### config.mk
export PLATFORM = sky130hd
export DESIGN_NAME = vigna_axi_arbiter
export DESIGN_NICKNAME = d
export VERILOG_FILES = /design/src/rtl/vigna_axi_pkg.sv /design/src/rtl/vigna_axi_arbiter.sv
export SDC_FILE = /design/constraint.sdc
export NUM_CORES = 1
export LEC_CHECK = 0
export ABC_AREA = 1
export CORE_AREA = 2 2 145 147
export DETAILED_ROUTE_END_ITERATION = 12
export DIE_AREA = 0 0 147 149
export PLACE_DENSITY = 0.45
export SYNTH_ARGS = -nofsm -noshare
export SYNTH_HDL_FRONTEND = slang
export SYNTH_SLANG_ARGS = --single-unit
### constraint.sdc
create_clock -name clk -period 3.82 [get_ports clk]
set_clock_uncertainty 0.05 [all_clocks]
set_input_delay 0.382 -clock clk [delete_from_list [all_inputs] [get_ports clk]]
set_output_delay 0.382 -clock clk [all_outputs]
set_load 0.005 [all_outputs]
### src/rtl/vigna_axi_pkg.sv
// Shared definitions for the Vigna AXI4-Lite arbiter: FSM states, response codes,
// port identifiers and the round-robin grant decision.
package vigna_axi_pkg;

    typedef enum logic [2:0] {
        IDLE,
        RD_ADDR,
        RD_DATA,
        WR_XFER,
        WR_RESP
    } arb_state_t;

    localparam logic [1:0] RESP_OKAY   = 2'b00;
    localparam logic [1:0] RESP_SLVERR = 2'b10;
    localparam logic [1:0] RESP_DECERR = 2'b11;

    localparam logic PORT_I = 1'b0;
    localparam logic PORT_D = 1'b1;

    // On a tie the port that did not win last time gets the bus.
    function automatic logic rr_pick(input logic req_i, input logic req_d, input logic last);
        if (req_i && req_d)
            return (last == PORT_I) ? PORT_D : PORT_I;
        else if (req_i)
            return PORT_I;
        else
            return PORT_D;
    endfunction

endpackage

### src/rtl/vigna_axi_arbiter.sv
// Shares one AXI4-Lite port between the Vigna instruction and data masters,
// one transaction at a time, with round-robin arbitration on ties.
module vigna_axi_arbiter
    import vigna_axi_pkg::*;
#(
    parameter int ADDR_W = 32,
    parameter int DATA_W = 32
) (
    input  logic                clk,
    input  logic                resetn,

    input  logic                s_i_arvalid,
    output logic                s_i_arready,
    input  logic [ADDR_W-1:0]   s_i_araddr,
    input  logic [2:0]          s_i_arprot,
    output logic                s_i_rvalid,
    input  logic                s_i_rready,
    output logic [DATA_W-1:0]   s_i_rdata,
    output logic [1:0]          s_i_rresp,

    input  logic                s_d_arvalid,
    output logic                s_d_arready,
    input  logic [ADDR_W-1:0]   s_d_araddr,
    input  logic [2:0]          s_d_arprot,
    output logic                s_d_rvalid,
    input  logic                s_d_rready,
    output logic [DATA_W-1:0]   s_d_rdata,
    output logic [1:0]          s_d_rresp,
    input  logic                s_d_awvalid,
    output logic                s_d_awready,
    input  logic [ADDR_W-1:0]   s_d_awaddr,
    input  logic [2:0]          s_d_awprot,
    input  logic                s_d_wvalid,
    output logic                s_d_wready,
    input  logic [DATA_W-1:0]   s_d_wdata,
    input  logic [DATA_W/8-1:0] s_d_wstrb,
    output logic                s_d_bvalid,
    input  logic                s_d_bready,
    output logic [1:0]          s_d_bresp,

    output logic                m_arvalid,
    input  logic                m_arready,
    output logic [ADDR_W-1:0]   m_araddr,
    output logic [2:0]          m_arprot,
    input  logic                m_rvalid,
    output logic                m_rready,
    input  logic [DATA_W-1:0]   m_rdata,
    input  logic [1:0]          m_rresp,
    output logic                m_awvalid,
    input  logic                m_awready,
    output logic [ADDR_W-1:0]   m_awaddr,
    output logic [2:0]          m_awprot,
    output logic                m_wvalid,
    input  logic                m_wready,
    output logic [DATA_W-1:0]   m_wdata,
    output logic [DATA_W/8-1:0] m_wstrb,
    input  logic                m_bvalid,
    output logic                m_bready,
    input  logic [1:0]          m_bresp
);

    arb_state_t state, state_n;
    logic       grant, grant_n;
    logic       last, last_n;
    logic       aw_done, aw_done_n;
    logic       w_done, w_done_n;
    logic       req_i, req_d;
    logic       aw_hs, w_hs;

    assign req_i = s_i_arvalid;
    assign req_d = s_d_awvalid | s_d_wvalid | s_d_arvalid;
    assign aw_hs = m_awvalid & m_awready;
    assign w_hs  = m_wvalid & m_wready;

    // last starts at D so the instruction port wins the first tie.
    always_ff @(posedge clk or negedge resetn) begin
        if (!resetn) begin
            state   <= IDLE;
            grant   <= PORT_I;
            last    <= PORT_D;
            aw_done <= 1'b0;
            w_done  <= 1'b0;
        end else begin
            state   <= state_n;
            grant   <= grant_n;
            last    <= last_n;
            aw_done <= aw_done_n;
            w_done  <= w_done_n;
        end
    end

    always_comb begin
        state_n   = state;
        grant_n   = grant;
        last_n    = last;
        aw_done_n = aw_done;
        w_done_n  = w_done;
        case (state)
            IDLE: begin
                if (req_i || req_d) begin
                    grant_n = rr_pick(req_i, req_d, last);
                    last_n  = grant_n;
                    if (grant_n == PORT_D && (s_d_awvalid || s_d_wvalid))
                        state_n = WR_XFER;
                    else
                        state_n = RD_ADDR;
                end
            end
            RD_ADDR: if (m_arvalid && m_arready) state_n = RD_DATA;
            RD_DATA: if (m_rvalid && m_rready) state_n = IDLE;
            WR_XFER: begin
                // AW and W may land in either order, so a flag or a live handshake counts.
                if ((aw_done || aw_hs) && (w_done || w_hs)) begin
                    state_n   = WR_RESP;
                    aw_done_n = 1'b0;
                    w_done_n  = 1'b0;
                end else begin
                    aw_done_n = aw_done | aw_hs;
                    w_done_n  = w_done | w_hs;
                end
            end
            WR_RESP: if (m_bvalid && m_bready) state_n = IDLE;
            default: state_n = IDLE;
        endcase
    end

    always_comb begin
        s_i_arready = 1'b0;
        s_i_rvalid  = 1'b0;
        s_i_rdata   = '0;
        s_i_rresp   = '0;
        s_d_arready = 1'b0;
        s_d_rvalid  = 1'b0;
        s_d_rdata   = '0;
        s_d_rresp   = '0;
        s_d_awready = 1'b0;
        s_d_wready  = 1'b0;
        s_d_bvalid  = 1'b0;
        s_d_bresp   = '0;
        m_arvalid   = 1'b0;
        m_araddr    = '0;
        m_arprot    = '0;
        m_rready    = 1'b0;
        m_awvalid   = 1'b0;
        m_awaddr    = '0;
        m_awprot    = '0;
        m_wvalid    = 1'b0;
        m_wdata     = '0;
        m_wstrb     = '0;
        m_bready    = 1'b0;
        case (state)
            RD_ADDR: begin
                if (grant == PORT_I) begin
                    m_arvalid   = s_i_arvalid;
                    m_araddr    = s_i_araddr;
                    m_arprot    = s_i_arprot;
                    s_i_arready = m_arready;
                end else begin
                    m_arvalid   = s_d_arvalid;
                    m_araddr    = s_d_araddr;
                    m_arprot    = s_d_arprot;
                    s_d_arready = m_arready;
                end
            end
            RD_DATA: begin
                if (grant == PORT_I) begin
                    s_i_rvalid = m_rvalid;
                    s_i_rdata  = m_rdata;
                    s_i_rresp  = m_rresp;
                    m_rready   = s_i_rready;
                end else begin
                    s_d_rvalid = m_rvalid;
                    s_d_rdata  = m_rdata;
                    s_d_rresp  = m_rresp;
                    m_rready   = s_d_rready;
                end
            end
            WR_XFER: begin
                m_awvalid   = s_d_awvalid & ~aw_done;
                m_awaddr    = s_d_awaddr;
                m_awprot    = s_d_awprot;
                s_d_awready = m_awready & ~aw_done;
                m_wvalid    = s_d_wvalid & ~w_done;
                m_wdata     = s_d_wdata;
                m_wstrb     = s_d_wstrb;
                s_d_wready  = m_wready & ~w_done;
            end
            WR_RESP: begin
                s_d_bvalid = m_bvalid;
                s_d_bresp  = m_bresp;
                m_bready   = s_d_bready;
            end
            default: ;
        endcase
    end

endmodule

==> flow_metrics.tcl <==
set metrics [dict create \
    min_path_type "in2async" \
    yosys.area.top_type_share 0.2814 \
    layout.nets 1028 \
    cp-end-kind "output pin" \
    stdcell_count 1111 \
    grt_start_max_net_pins 41 \
    maxCapViolCount 0 \
    critPathKind "reg2out" \
    synth_edf_count 0 \
    netlist_top_cells_count "nor2_1, inv_1, nand2_1, a21oi_1, buf_2" \
    synthAdderAreaFrac 0 \
    cts_buffers 3 \
    die_y_microns 149 \
    drive_gt1_frac 0.01675 \
    synth_compound_area_frac 0.09562 \
    cts_setup_buffers 0 \
    fp.dieW_microns 147 \
    core_sq_um 20560 \
    grt_usage 0.1116 \
    vias 3836 \
    htree_levels 1 \
    yosys.area_share.simple 0.5231 \
    ys_ff_latch 7 \
    yosysSeqAreaShare 0.08587 \
    cts_max_path_buffers 2 \
    wl_per_cell_microns 12.12 \
    holdWs_ns 0.3830 \
    timing.fmax_ghz 0.3705 \
    ioPinCount 379 \
    antenna_found_initial 0 \
    place_congestion 0.7336 \
    run_status "finished clean" \
    synthTopCellsByArea "nor2_1, inv_1, nand2_1" \
    drtIter0Drc 115 \
    postLayoutCellArea_sq_um 6177 \
    synth_nets 668 \
    synthCells 477 \
    synthMostInstantiatedCell "nor2_1" \
    max-slew-margin-rel 0.5275 \
    vias_per_cell 3.453 \
    drt-pass1-iter-count 4 \
    syn_area_per_cell_sq_um 4.307 \
    antennaDiodeCount 0 \
    ys.flop_type "dfrtp_1" \
    start_kind "flip-flop" \
    worst_pin_slew_ns 0.7062 \
    port_buffers 378 \
    clkTransAtPathRegs_ns 0.04 \
    initial_core_util 0.09994 \
    fill_cells 2296 \
    dieArea_sq_um 21900 \
    clock_latency_ns 0.23 \
    finalHoldViolCount 0 \
    syn-cell-area_sq_um 2054 \
    clock_sinks 7 \
    powerDensity_nw_per_um2 368.6 \
    synthArstFlopShare 1.000 \
    area_delta_synth_final_pct 200.7 \
    synth_mux_area_frac 0 \
    postCtsResizedCells 0 \
    worstPathRequired_ns 3.39 \
    final_antenna_net_count 0 \
    synthXorXnorAreaFrac 0 \
    drv_slew 0 \
    dp.cells 1107 \
    post-route-min-period_ns 2.699 \
    finalSetupTns_ns 0 \
    gr-total-overflow 0 \
    fin_crit_sh 0.7065 \
    finalSetupViolCount 0 \
    synth_top_area_cell "nor2_1" \
    ctsHoldBuffers 0 \
    routed_wl_mm 13.46 \
    grt_pass1_vias 3587 \
    p_leak_nw 2.888 \
    crit_fanout 35 \
    drc 0 \
    ys_types 18 \
    rows 53 \
    grt_pass1_wl_mm 19.70 \
    rsz0062_at_grt "false" \
    synth_top_family_by_area "simple AND/OR/NAND/NOR gates" \
    irDropWorstVdd_mv 0.2844 \
    crit_arrival_ns 2.27 \
    yosys_warnings 0 \
    dp_hpwl_mm 11.18 \
    cts_root_buf "clkbuf_16" \
    cts_tree "yes" \
    placed_area_sq_um 6098 \
]
kinds of logic (layout without fill, tap and decap cells):
| kind of cell | count (synthesis) | in the layout |
|---|---|---|
| DFF | 7 | 7 |
| AOI/OAI and AO/OA | 39 | 39 |
| buffers and inverters | 156 | 515 |
| and+or+nand+nor | 275 | 275 |
sequential cells by signal (all words and copies together), names as in the netlist:
signal and count:
last 1, state 3, w_done 1, grant 1, aw_done 1
worst paths after layout:
kind                                      startpoint              endpoint  slack, ns  cells past startpoint
worst max-delay path            state[2]$_DFFE_PN0P_          s_i_rdata[5]       1.12                      4
worst min-delay path                          resetn  state[1]$_DFFE_PN0P_       0.38                      1
worst max register to register     grant$_DFFE_PN0P_  state[0]$_DFFE_PN0P_       2.19                     10
worst min register to register      last$_DFFE_PN1P_      last$_DFFE_PN1P_       0.45                      2
max in group asynchronous                     resetn      last$_DFFE_PN1P_       3.04                      1
min in group clk                    last$_DFFE_PN1P_      last$_DFFE_PN1P_       0.45                      2
through the flow:
stage	power (mW)	worst slack, ns	util
floorplan	0.9441	2.224	-
global placement	2.168	1.313	0.2967
detailed placement	2.141	1.292	0.2967
CTS	2.331	1.050	0.3005
global route	2.500	0.9398	0.3005
finish	2.277	1.121	0.3005
placed cells by master, fill, tap and decap left out:
master             n
clkdlybuf4s50_1  378
nor2_1           154
inv_1            128
nand2_1          103
a21oi_1           35
nand3_1            7
dfrtp_1            6
nor3_1             5
o21ai_0            3
clkbuf_16          3
nor3_2             2
inv_2              2
nand2_2            2
buf_4              2
nor2_4             1
and3_1             1
o22ai_1            1
clkbuf_1           1
dfstp_2            1
buf_12             1
cell type report:
class                           instances  area, sq um  area share
Timing Repair Buffer                  381         3819      0.6182
Multi-Input combinational cell        314         1271      0.2058
Inverter                              130        488.0     0.07900
Tap cell                              275        344.1     0.05570
Sequential cell                         7        176.4     0.02856
Clock buffer                            4        78.83     0.01276
critical path, cell delays in order, from the launching register on:
cell,delay [ns]
dfrtp_1,0.43
nor3_2,0.33
nand2_2,0.46
nor2_1,0.23
clkdlybuf4s50_1,0.56
power by group:
part	internal, mW	switching, mW
clock	0.139	0.0359
sequential	0.114	0.0334
combinational	1.04	0.911
routing by layer:
metal | GRT usage | routed length (microns) | vias to the layer above
li1 | - | - | 2053
met1 | 0.1316 | 5356 | 1604
met2 | 0.2080 | 6923 | 163
met3 | 0.02202 | 910 | 16
met4 | 0.02644 | 272 | 0
met5 | 0 | 0 | -
Power figures use the tool's default switching activity.
